### config.mk
export PLATFORM = sky130hd
export DESIGN_NAME = alu_issue_stage
export DESIGN_NICKNAME = d
export VERILOG_FILES = /design/src/rtl/alu_issue_stage.sv
export SDC_FILE = /design/constraint.sdc
export NUM_CORES = 1
export LEC_CHECK = 0
export ABC_AREA = 0
export CAP_MARGIN = 20
export CORE_ASPECT_RATIO = 0.6
export CORE_UTILIZATION = 58
export CTS_CLUSTER_SIZE = 16
export DETAILED_ROUTE_END_ITERATION = 12
export GPL_TIMING_DRIVEN = 0
export PLACE_DENSITY = 0.84
export SLEW_MARGIN = 30
export SYNTH_ARGS = -nofsm -noshare
export SYNTH_HDL_FRONTEND = slang
export SYNTH_SLANG_ARGS = --single-unit
### constraint.sdc
create_clock -name clk -period 4.1 [get_ports clk]
set_input_delay 0.82 -clock clk [delete_from_list [all_inputs] [get_ports clk]]
set_output_delay 0.82 -clock clk [all_outputs]
set_load 0.02 [all_outputs]
### src/rtl/alu_issue_stage.sv
// alu_issue_stage: queues ALU commands in a small FIFO, issues one at a time
// onto registered ALU inputs, captures the result and offers it downstream.
// Optional: define ALU_ISSUE_PERF_CNT_EN to add the saturating done_cnt_o
// result-handshake counter.
module alu_issue_stage #(
    parameter int DEPTH = 4,
    parameter int W     = 8
) (
    input  logic           clk,
    input  logic           reset_n,
    input  logic           cmd_valid_i,
    output logic           cmd_ready_o,
    input  logic [2:0]     cmd_op_i,
    input  logic [W-1:0]   cmd_a_i,
    input  logic [W-1:0]   cmd_b_i,
    output logic [2:0]     alu_op_o,
    output logic [W-1:0]   alu_a_o,
    output logic [W-1:0]   alu_b_o,
    input  logic [W-1:0]   alu_res_i,
    output logic           res_valid_o,
    input  logic           res_ready_i,
    output logic [W-1:0]   res_data_o,
    output logic [2:0]     res_op_o
`ifdef ALU_ISSUE_PERF_CNT_EN
    ,
    output logic [15:0]    done_cnt_o
`endif
);

    localparam int AW = $clog2(DEPTH);
    localparam int EW = 3 + 2 * W;
    localparam logic [AW:0] FULL_CNT = (AW + 1)'(DEPTH);

    typedef enum logic [1:0] {IDLE, EXEC, HOLD} state_t;

    state_t         state;
    logic [EW-1:0]  mem [DEPTH];
    logic [AW-1:0]  wr_ptr;
    logic [AW-1:0]  rd_ptr;
    logic [AW:0]    count;
    logic           empty;
    logic           push;
    logic           load;
    logic [EW-1:0]  head;

    assign empty       = (count == '0);
    assign cmd_ready_o = (count != FULL_CNT);
    assign push        = cmd_valid_i && cmd_ready_o;
    assign head        = mem[rd_ptr];
    // The FIFO only pops when the issue registers take the head entry.
    assign load        = !empty && ((state == IDLE) || (state == HOLD && res_ready_i));

    // Storage array; contents are don't-care until written, so no reset.
    always_ff @(posedge clk) begin
        if (push) mem[wr_ptr] <= {cmd_op_i, cmd_a_i, cmd_b_i};
    end

    // Pointer and occupancy bookkeeping; simultaneous push/pop leaves count alone.
    always_ff @(posedge clk or negedge reset_n) begin
        if (!reset_n) begin
            wr_ptr <= '0;
            rd_ptr <= '0;
            count  <= '0;
        end else begin
            if (push) wr_ptr <= wr_ptr + AW'(1);
            if (load) rd_ptr <= rd_ptr + AW'(1);
            case ({push, load})
                2'b10:   count <= count + (AW + 1)'(1);
                2'b01:   count <= count - (AW + 1)'(1);
                default: count <= count;
            endcase
        end
    end

    // Issue/capture sequencer with registered ALU drive and result outputs.
    always_ff @(posedge clk or negedge reset_n) begin
        if (!reset_n) begin
            state       <= IDLE;
            alu_op_o    <= '0;
            alu_a_o     <= '0;
            alu_b_o     <= '0;
            res_data_o  <= '0;
            res_op_o    <= '0;
            res_valid_o <= 1'b0;
        end else begin
            case (state)
                IDLE: begin
                    if (load) begin
                        {alu_op_o, alu_a_o, alu_b_o} <= head;
                        state <= EXEC;
                    end
                end
                EXEC: begin
                    res_data_o  <= alu_res_i;
                    res_op_o    <= alu_op_o;
                    res_valid_o <= 1'b1;
                    state       <= HOLD;
                end
                HOLD: begin
                    if (res_ready_i) begin
                        res_valid_o <= 1'b0;
                        if (load) begin
                            {alu_op_o, alu_a_o, alu_b_o} <= head;
                            state <= EXEC;
                        end else begin
                            state <= IDLE;
                        end
                    end
                end
                default: state <= IDLE;
            endcase
        end
    end

`ifdef ALU_ISSUE_PERF_CNT_EN
    // Count delivered results, sticking at all-ones instead of wrapping.
    always_ff @(posedge clk or negedge reset_n) begin
        if (!reset_n) begin
            done_cnt_o <= '0;
        end else if (res_valid_o && res_ready_i && done_cnt_o != 16'hFFFF) begin
            done_cnt_o <= done_cnt_o + 16'd1;
        end
    end
`endif

endmodule
==> results of run 1 <==
[final cells by class]
class / instances / area [um2] / area share
multi-input cells: 80 / 1110 / 0.192
flip-flops and latches: 116 / 3280 / 0.567
clock buffers: 21 / 460 / 0.0796
clock inverters: 11 / 85.1 / 0.0147
repair buffers: 63 / 636 / 0.110
inverters: 8 / 30.0 / 0.00519
plain buffers: 7 / 50.0 / 0.00865
well taps: 104 / 130 / 0.0225
[power by group through the flow]
stage          Combinational, uW  Clock, uW  Sequential (uW)
2_1_floorplan               1010          0             1990
3_3_place_gp                1730          0             1810
3_5_place_dp                1780          0             1830
4_1_cts                     1800       1360             1820
5_1_grt                     1900       1410             1860
6_report                    1770       1340             1820
[path summary, 6_finish.rpt]
check | to | cells past startpoint | slack (ns) | start
setup / recovery | cmd_ready_o | 2 | 1.44 | count[0]
hold / removal | res_valid_o | 1 | 0.33 | reset_n
setup reg to reg | count[2] | 9 | 1.87 | count[0]
hold reg to reg | res_data_o[2] | 1 | 0.48 | res_data_o[2]
max in group asynchronous | alu_b_o[0] | 2 | 3.29 | reset_n
min in group clk | res_data_o[2] | 1 | 0.48 | res_data_o[2]
[layout by cell type, fill, tap and decap left out, types with 2 or more instances in the layout]
master,netlist,final
edfxtp_1,76,76
clkinv_2,0,8
buf_4,2,2
xnor2_1,2,2
clkbuf_8,0,2
clkbuf_16,0,17
mux2_4,19,19
buf_2,1,2
xor2_1,4,4
clkdlybuf4s50_1,0,61
a21oi_1,2,2
nor3_2,2,2
ha_1,5,5
and3_2,4,4
nor2_1,2,2
inv_1,8,8
mux2_2,7,7
clkinvlp_4,0,2
mux2_1,5,5
mux4_2,19,19
dfrtp_1,40,40
clkbuf_1,2,4
buf_6,2,2
[stage by stage]
stage                     utilization  power (uW)
after CTS                       0.787        4980
after global placement          0.710        3540
final                           0.787        4930
after floorplan                     -        3000
after global routing            0.787        5170
after detailed placement        0.712        3610
[per-layer routing]
metal	vias up	wire, um	share of wire
li1	984	-	-
met1	1104	3440	0.43
met2	78	3780	0.48
met3	18	554	0.070
met4	0	153	0.019
met5	-	0	0
[cell families after synthesis]
kind of cell / count (synthesis) / synth area share
flops: 116 / 0.734
simple gates: 14 / 0.0226
fa+ha+maj: 6 / 0.0185
compound gates: 3 / 0.00391
xor+xnor: 6 / 0.0117
mux: 51 / 0.192
buf+inv: 15 / 0.0179
[critical path: stages (launching register included)]
cell and delay [ns]:
dfrtp_1 0.42, or3b_4 0.45, clkdlybuf4s50_1 0.55
[registers in the layout (all words and copies together) (netlist names)]
name and flops:
mem 76, alu_a_o 8, alu_b_o 8, res_data_o 8
alu_op_o 3, count 3, res_op_o 3, rd_ptr 2
state 2, wr_ptr 2, res_valid_o 1
==> out/results.ini, run 1 <==
[floorplanning]
die-area_um2 = 8080
pin_count = 63
fp-row-count = 24
initial_core_util = 0.608
die_h_um = 70.0
die_w_um = 115
coreArea_um2 = 7360

[synth]
synth_edf_count = 76
synth_most_common_cell = edfxtp_1
synthArstFlopShare = 0.345
ys_ff_latch = 116
yosysTopAreaCell = edfxtp_1
syn_area_per_cell_um2 = 21.2
yosys_warnings = 0
synth_cell_type_count = 27
synth_top_area_frac = 0.510
synth.area.top_cells = edfxtp_1, dfrtp_1, mux4_2
synth_fp_nets = 248
synth_common_cells = edfxtp_1, dfrtp_1, mux2_4, mux4_2, inv_1
synthFlopType = edfxtp_1
yosysSeqAreaShare = 0.734
syn-cell-area_um2 = 4480
synth_cells = 211

[clock_tree]
post_cts_buffers = 0
cts_tree = yes
clock_sinks = 116
clockRootBuffer = clkbuf_16
cts.path.max_buffers = 2
postCtsHoldBufs = 0
ctsHtreeMaxLevel = 4
clock_latency_ns = 0.42
cts_buffers = 17
post_cts_resized = 0
path_clk_slew_ns = 0.06

[sta]
finalHoldViolCount = 0
whs_ns = 0.333
drv_slew = 0
worst_slack_ns = 1.44
period_share = 0.648
fin_crit_ns = 2.66
fin_tns_setup_ns = 0
clock_skew_ns = 0.0104
setup_viol = 0
rsz0062_at_grt = no
relSlewSlack = 0.554
max_freq_mhz = 376
worst_pin_slew_ns = 0.669

[power_and_ir_drop]
pwr-share-seq = 0.369
p_clk_frac = 0.272
p_int_uw = 3460
power_switching_uw = 1470
peakVddDrop_mv = 0.424
switching_share = 0.298
p_leak_uw = 0.00221
power.density_nw_per_um2 = 853
combPwrFrac = 0.359

[finish]
fin_cells = 410
final_area_um2 = 5790
drive_gt1_frac = 0.294
fillers = 399
diodes = 0
nNetsFinal = 330
syn_to_final_growth_pct = 29.3

[status]
status = finished clean

[placed_design]
pre_cts_ws_ns = 1.03
place_inst = 378
io_buffer_count = 62
hpwlAfterDp_mm = 4.80
place_area_um2 = 5240
gp_congestion = 0.702

[drt]
viasPerCell = 5.33
ant_nets = 0
dr.pass1.iters = 5
drt-total-wl_mm = 7.93
routedWlPerCell_um = 19.3
drt_first_iter_violations = 115
drc = 0
vias = 2184

[worst_setup_path]
setup.worst_path.class = reg2out
end_kind = output port
worstPathRequired_ns = 3.28
arrival_ns = 1.84
cp_max_fo = 6
cp-start-kind = flop

[hold_path]
hp-class = in2async

[global_routing]
grt_max_degree = 26
use_met3 = 0.0859
met1_usage = 0.292
grt_first_pass_wirelength_mm = 12.8
antenna_found_initial = 0
grt-busiest-layer = met2
grtUsageMet2 = 0.353
track_usage = 0.231
grt-ovfl-total = 0
first_global_vias = 2424

[job]
cap_violations = 0

(Power assumes the default switching activity.)
==> run 2: changes to the inputs <==
Settings changed: CORE_UTILIZATION 58 to 49, PLACE_DENSITY 0.84 to 0.76.
Clock period 4.1 ns to 2.3 ns, I/O delays scaled along.
==> run 2 against run 1 <==
  * The run now ends with DRC left
  * Count of clock-buffer cells in the layout up 2
  * First-iteration DRC count down 3.5%
  * Sequential power up 77%
  * Critical path type unchanged
==> out/results.ini, run 2 (same netlist as run 1, synthesis figures left out) <==
[placed_design]
io_buffer_count = 62
pre_cts_ws_ns = -0.502
hpwlAfterDp_mm = 4.81
gp_congestion = 0.657

[worst_setup_path]
regToRegSetupSlack_ns = 0.08
end_kind = output port
path_cells = or3b_4, clkdlybuf4s50_1
rr_startpoint = count[0]
worst_path_max_delay_cell = clkdlybuf4s50_1
cp-start-kind = flop
endpoint = cmd_ready_o
worstPathRequired_ns = 1.84
arrival_ns = 1.77
critPathLaunch = count[0]
cpPeakStageDelay_ns = 0.55
reg2reg_to = count[2]
r2r_cells = 9
setup.worst_path.class = reg2out
cp_max_fo = 5

[floorplanning]
initial_core_util = 0.515
fp-row-count = 26
coreArea_um2 = 8690
die-area_um2 = 9530
die_h_um = 76.0
pin_count = 63
die_w_um = 125

[clock_tree]
clock_sinks = 116
cts_buffers = 17
cts_tree = yes
clock_latency_ns = 0.41
clockRootBuffer = clkbuf_16
ctsHtreeMaxLevel = 4
path_clk_slew_ns = 0.06
cts.path.max_buffers = 2
postCtsHoldBufs = 0

[global_routing]
antenna_found_initial = 0
use_met3 = 0.0772
grt_max_degree = 23
first_global_vias = 2317
grtUsageMet2 = 0.280
grt_first_pass_wirelength_mm = 12.9
track_usage = 0.191
met1_usage = 0.261
grt-busiest-layer = met2
grt-ovfl-total = 0

[sta]
fin_crit_ns = 2.23
period_share = 0.967
max_freq_mhz = 449
relSlewSlack = 0.559
worst_slack_ns = 0.0748
finalHoldViolCount = 0
clock_skew_ns = 0.0108
worst_pin_slew_ns = 0.661
rsz0062_at_grt = no
drv_slew = 0
setup_viol = 0

[drt]
ant_nets = 0
routedWlPerCell_um = 18.9
drt-total-wl_mm = 8.07
drc = 7
vias = 2220
dr.pass1.iters = 11
drt_first_iter_violations = 111
viasPerCell = 5.21

[power_and_ir_drop]
p_leak_uw = 0.00228
power.density_nw_per_um2 = 1570
peakVddDrop_mv = 0.817

[finish]
largest_reg_flops = 76
fillers = 558
nNetsFinal = 338
fin_util = 0.686
drive_gt1_frac = 0.318
top_register = mem
diodes = 0
syn_to_final_growth_pct = 33.2
final_common_cell = edfxtp_1
layout_common_cells = edfxtp_1, clkdlybuf4s50_1, dfrtp_1, mux2_4, mux4_2

[status]
status = finished, violations left
violations = DRC

[job]
cap_violations = 0

[hold_path]
hp-class = in2async

[run 2: cell types whose count changed in the layout (fill, tap and decap cells not counted), moves of 2 or more]
cell / delta
buf_4: +7
clkinv_2: -5
bufinv_16: +3
clkinv_4: +2
clkinvlp_4: -2
[run 2: per-stage QoR]
stage                     instances  instance area (um2)  TNS, ns  power (uW)  hold WS, ns
after global placement          385                 5240   -14.45        6340        0.461
after CTS                       425                 5940        0        9400       0.0130
after floorplan                 211                 4480        0        5340        0.164
after global routing            426                 5960        0        9780       0.0361
after detailed placement        386                 5250   -0.704        6460        0.449
final                           426                 5960        0        9350       0.0124
[run 2: report_power, final]
part / switching, uW / total, uW / internal (uW)
clock: 880 / 2770 / 1890
combinational: 1500 / 3350 / 1850
sequential: 301 / 3230 / 2920
total: 2680 / 9350 / 6670
[run 2: worst max-delay path, delay by kind of cell (launching register included)]
family / cells / cell delay (ns)
buf+inv: 1 / 0.55
flops: 1 / 0.39
simple gates: 1 / 0.42
[run 2: worst min path at each step]
stage,start,endpoint,slack [ns],depth (start not counted)
after global routing,reset_n,alu_a_o[7],0.04,1
final,reset_n,alu_a_o[7],0.01,1
after floorplan,reset_n,alu_a_o[0],0.16,0
after detailed placement,reset_n,res_data_o[3],0.45,1
after global placement,state[1],res_valid_o,0.46,1
after CTS,reset_n,alu_a_o[7],0.01,1
[run 2: area by class of cell]
type                            instances  area [um2]  share of cell area
Timing Repair Buffer                   71         696               0.117
Buffer                                  7        53.8             0.00903
Tap cell                              112         140              0.0235
Multi-Input combinational cell         80        1130               0.189
Clock buffer                           23         478              0.0802
Inverter                                8        30.0             0.00504
Sequential cell                       116        3280               0.551
Clock inverter                          9         153              0.0256
[run 2: repair_timing]
action / in CTS / in global routing
gates resized for setup: 3 / 2
setup buffers: 7 / 1
endpoints found under the setup margin: 2 / 1
cloned: 0 / 0
pin swaps: 4 / 5
[run 2: layer usage]
metal | routed length, um | share of wire
met4 | 104 | 0.013
met3 | 397 | 0.049
met5 | 0 | 0
met1 | 3820 | 0.47
met2 | 3750 | 0.46
==> RTL change 1 (config.mk and constraints of run 2) <==
The 3 states of `state_t` get a one-hot encoding in 3 bits.
--- a/src/rtl/alu_issue_stage.sv
+++ b/src/rtl/alu_issue_stage.sv
@@ -31,7 +31,7 @@
     localparam int EW = 3 + 2 * W;
     localparam logic [AW:0] FULL_CNT = (AW + 1)'(DEPTH);
 
-    typedef enum logic [1:0] {IDLE, EXEC, HOLD} state_t;
+    typedef enum logic [2:0] {IDLE = 3'b001, EXEC = 3'b010, HOLD = 3'b100} state_t;
 
     state_t         state;
     logic [EW-1:0]  mem [DEPTH];
Behaviour: no difference found for any inputs over 10 cycles, from zero or initial values and one cycle with reset_n low; not proved beyond that.
==> RTL change 1 against run 2 <==
- final area decreased by 1.0%
- critical endpoint is now count[2]
- sequential cell count is 1 higher
- global-route usage shrank 0.34 points
- critical path depth up 7
- area after synthesis up 0.36%
- worst hold slack improved by 450 ps
- worst setup slack improved by 56 ps
- the flow still finishes with violations (DRC)
- routed wire length down 1.9%
- power is 4.6% lower
- sequential share of layout area increased by 1.0 points
==> RTL change 1: results (changes against run 2) <==
status:
  status: "complete, but fails checks"
  violations: "DRC"
sta:
  worst_slew_pin_slew_ps: 713  # +52.4 ps
  fin_crit_ps: 2170  # -56.0 ps
  fin_skew_ps: 9.72  # -1.04 ps
placed_design:
  dpl_cell_area_sq_mm: 0.00527  # +0.41%
  gp_congestion: 0.687  # +4.6%
  post-dp-hpwl_microns: 4780  # -0.68%
  dp_cells: 394  # +2.1%
routing:
  drtIter0Drc: 112  # +0.90%
  dr.pass1.iters: 8  # -3
  vias_per_cell: 5.29  # +1.5%
  dr_wl_met3_microns: 489  # +23%
  post_drt_wl_per_cell_microns: 18.4  # -3.0%
  drt-met1-wl_microns: 3810  # -0.13%
  wl_met2_microns: 3550  # -5.4%
  drc: 7  # unchanged
synthesis:
  yosysUniqueCellTypes: 31  # +15%
  synth_area_per_cell_sq_um: 20.5  # -3.3%
  synth_top_cells_by_count: "edfxtp_1, dfrtp_1, mux2_2, mux4_2, inv_1"
  yosysWarnings: 0  # unchanged
  syn_nets: 256  # +3.2%
  ys_seq_area_share_pct: 73.7  # +0.32 points
  synth-async-reset-ratio_pct: 35.0  # +0.56 points
  synth_area_leaders: "edfxtp_1, dfrtp_1, mux4_2"
final_layout:
  drive_gt1_share_pct: 32.6  # +0.75 points
  stdcell_count: 431  # +1.2%
  regMostFlops: "mem"
  fin_nets: 343  # +1.5%
clock_network:
  cts_resized: 2  # -1
  post_cts_buffers: 1  # -6
  cts_hold_buf: 1  # +1
hold_path:
  min-delay-path-class: "input port to flip-flop"
  hold_end: "state[2]"
grt:
  grt_pass1_vias: 2376  # +2.5%
  grt_use_met1_pct: 25.2  # -0.83 points
  grt_start_max_net_pins: 26  # +13%
  grt_usage_pct: 18.8  # -0.34 points
  grt_first_pass_wirelength_microns: 12900  # -0.38%
  use_met3_pct: 8.50  # +0.77 points
  grt.met2_usage_pct: 27.2  # -0.77 points
critical_path:
  regToRegSetupSlack_ps: 130  # +50 ps
  critPathMaxFanout: 4  # -1
  cp.arrival_ps: 2500  # +730 ps
power_and_ir_drop:
  p_sw_w: 0.00268  # about the same
  power_frac_comb_pct: 34.9  # -0.9 points
  clockPowerShare_pct: 28.3  # -1.4 points
[RTL change 1: cell count changes after synthesis, sizes merged, moves of 2 or more]
| cell | delta |
|---|---|
| a211oi | +2 |
| nand2b | +2 |
| a2111oi | +2 |
| nor2 | +3 |
[RTL change 1: layout make-up]
type                            count  area (sq um)
Sequential cell                   117          3310
Fill cell                         570          2790
Timing Repair Buffer               68           677
Inverter                            8          30.0
Tap cell                          112           140
Clock inverter                     13           134
Multi-Input combinational cell     87          1120
Clock buffer                       19           443
Buffer                              7          47.5
[RTL change 1: worst max path at each step]
stage,depth (start not counted),from,to
2_1_floorplan,9,state[0],count[2]
3_3_place_gp,10,res_ready_i,count[2]
3_5_place_dp,10,res_ready_i,count[2]
4_1_cts,10,res_ready_i,count[2]
5_1_grt,9,count[0],count[2]
6_report,9,count[0],count[2]
[RTL change 1: worst max-delay path: stages, from the launching register on]
cell and delay (ps):
dfrtp_1 420, or3b_4 410, and2_4 190, inv_1 60, ha_2 180, inv_1 50
fa_1 370, xor2_1 150, nor2_1 110, xor2_1 160
[RTL change 1: cells by family (layout without fill, tap and decap cells)]
kind of cell / Yosys count / after routing / synth area share, %
muxes: 51 / 51 / 17.6
buffers and inverters: 15 / 115 / 1.73
AOI/OAI and AO/OA: 6 / 6 / 1.09
xor gates and xnor gates: 6 / 6 / 1.17
DFF: 117 / 117 / 73.7
adders and majority gates: 6 / 6 / 1.84
and+or+nand+nor: 18 / 18 / 2.90
[RTL change 1: through the flow]
stage	hold WS [ps]	power, W
2_1_floorplan	164	0.00526
3_3_place_gp	488	0.00627
3_5_place_dp	412	0.00637
4_1_cts	507	0.00896
5_1_grt	471	0.00937
6_report	467	0.00892
==> RTL change 2 (settings of run 2) <==
Made on the original files. Add a define of `ALU_ISSUE_PERF_CNT_EN`.
--- a/src/rtl/alu_issue_stage.sv
+++ b/src/rtl/alu_issue_stage.sv
@@ -2,6 +2,8 @@
 // onto registered ALU inputs, captures the result and offers it downstream.
 // Optional: define ALU_ISSUE_PERF_CNT_EN to add the saturating done_cnt_o
 // result-handshake counter.
+`define ALU_ISSUE_PERF_CNT_EN
+
 module alu_issue_stage #(
     parameter int DEPTH = 4,
     parameter int W     = 8
Check against the original RTL (old outputs only; new: done_cnt_o): equivalent (Yosys induction, for registers that start in step).
==> RTL change 2 against run 2 <==
- area after synthesis up 17%
- final area up 15%
- worst setup slack better by 100 ps
- highest routed layer unchanged
- worst hold slack better by 440 ps
- power up 5.1%
- die area up 17%
- sequential cell count up 16
- the flow now finishes without violations
- routed wire length up 23%
==> RTL change 2: results (changes against run 2) <==
grt:
  grt_start_max_net_pins: 44  # +91%
  antenna_found_initial: 0  # unchanged
  grt_pass1_vias: 2878  # +24%
  grt_usage_pct: 19.7  # +0.57 points
  grt_first_pass_wirelength_microns: 15400  # +20%
critical_path:
  cp.arrival_ps: 1670  # -100 ps
  critPathMaxFanout: 6  # +1
  critPathMaxStageDelay_ps: 580  # +30 ps
  critPathLaunch: "count[0]"
  critical_path.top_delay_family: "buffers and inverters"
  crit_path_top_delay_cell: "clkdlybuf4s50_1"
routing:
  drtIter0Drc: 143  # +29%
  wl_microns: 9890  # +23%
  dr.pass1.iters: 4  # -7
  vias: 2842  # +28%
placed_design:
  post-dp-hpwl_microns: 6440  # +34%
  dpl_cell_area_sq_mm: 0.00621  # +18%
  gp_congestion: 0.825  # +26%
  place_ws_ps: -556  # -53.5 ps
  placement.io_buffers: 78  # +26%
synthesis:
  ys_seq_area_share_pct: 70.3  # -3.1 points
  synth-async-reset-ratio_pct: 42.4  # +7.9 points
  synthAdderAreaFrac_pct: 1.81  # -0.031 points
  synth-xor-area-share_pct: 3.34  # +2.2 points
  yosysUniqueCellTypes: 35  # +30%
  synth_edf_count: 76  # unchanged
  synth_top_family_by_area: "multiplexers"
  synth_area_leaders: "edfxtp_1, dfrtp_1, mux4_2"
  yosysWarnings: 0  # unchanged
  synth_compound_area_share_pct: 1.12  # +0.73 points
  synthMuxAreaShare_pct: 16.5  # -2.7 points
  synth_top_cells_by_count: "edfxtp_1, dfrtp_1, mux4_2, mux2_4"
  syn_nets: 320  # +29%
sta:
  fin_skew_ps: 8.67  # -2.10 ps
  relSlewSlack_pct: 52.2  # -3.8 points
  setup_viol: 0  # unchanged
final_layout:
  fin_nets: 424  # +25%
  drive_gt1_share_pct: 25.8  # -6.0 points
  largestRegisters: "mem: 76 flops, done_cnt_o: 16 flops"
  antennaDiodeCount: 0  # unchanged
  fill_cells: 667  # +20%
clock_network:
  cts.htree.levels: 4  # unchanged
  cts-root-buf: "clkbuf_16"
  clk_latency_ps: 410  # about the same
  cts.clk_slew.worst_paths_ps: 50
power_and_ir_drop:
  peakVddDrop_mv: 0.792  # -3.1%
  p_leak_nw: 2.65  # +16%
hold_path:
  min-delay-path-class: "input port to asynchronous set/reset pin"
status:
  status: "completed"
RTL change 2: final timing paths:
kind	slack (ps)	end	cells past startpoint
max	170	cmd_ready_o	3
min	450	alu_a_o[3]	2
max reg2reg	190	count[2]	10
min reg2reg	470	res_valid_o	1
max in group asynchronous	1350	done_cnt_o[0]	3
min in group clk	470	res_valid_o	1
RTL change 2: cells by family after synthesis:
family / after synthesis
buffers and inverters: 16
muxes: 52
xor gates and xnor gates: 20
AOI/OAI and AO/OA: 6
and+or+nand+nor: 49
adders and majority gates: 7
DFF: 132
RTL change 2: layout make-up:
class                   instances  area, sq um  area share, %
well taps                     135          169           2.46
multi-input cells             134         1480           21.5
inverters                       8         30.0          0.437
clock buffers                  23          542           7.88
repair buffers                 85          848           12.3
clock inverters                 9         60.1          0.874
flip-flops and latches        132         3680           53.6
plain buffers                   8         61.3          0.892
RTL change 2: routing by layer:
metal | GRT usage, % | vias up | share of wire [%]
met2 | 28.6 | 85 | 44
met5 | 0 | - | 0
met1 | 28.2 | 1455 | 48
met4 | 8.09 | 0 | 1.3
li1 | - | 1290 | -
met3 | 5.62 | 12 | 6.2
RTL change 2: power by group:
group	internal [W]	switching, W
sequential	0.00325	0.000399
clock	0.00166	0.000976
combinational	0.00193	0.00161
total	0.00684	0.00298
RTL change 2: repair_timing:
| item | CTS | global route |
|---|---|---|
| pin swaps | 1 | 1 |
| endpoints found under the hold margin | 13 | 0 |
| hold buffers | 1 | 0 |
| gates resized for setup | 1 | 2 |
| setup endpoints to repair | 1 | 2 |
| setup buffers | 1 | 4 |
RTL change 2: per-stage QoR:
stage	cells	utilization, %
floorplan	282	-
global placement	495	61.1
detailed placement	496	61.3
CTS	530	67.5
global route	534	67.9
finish	534	67.9
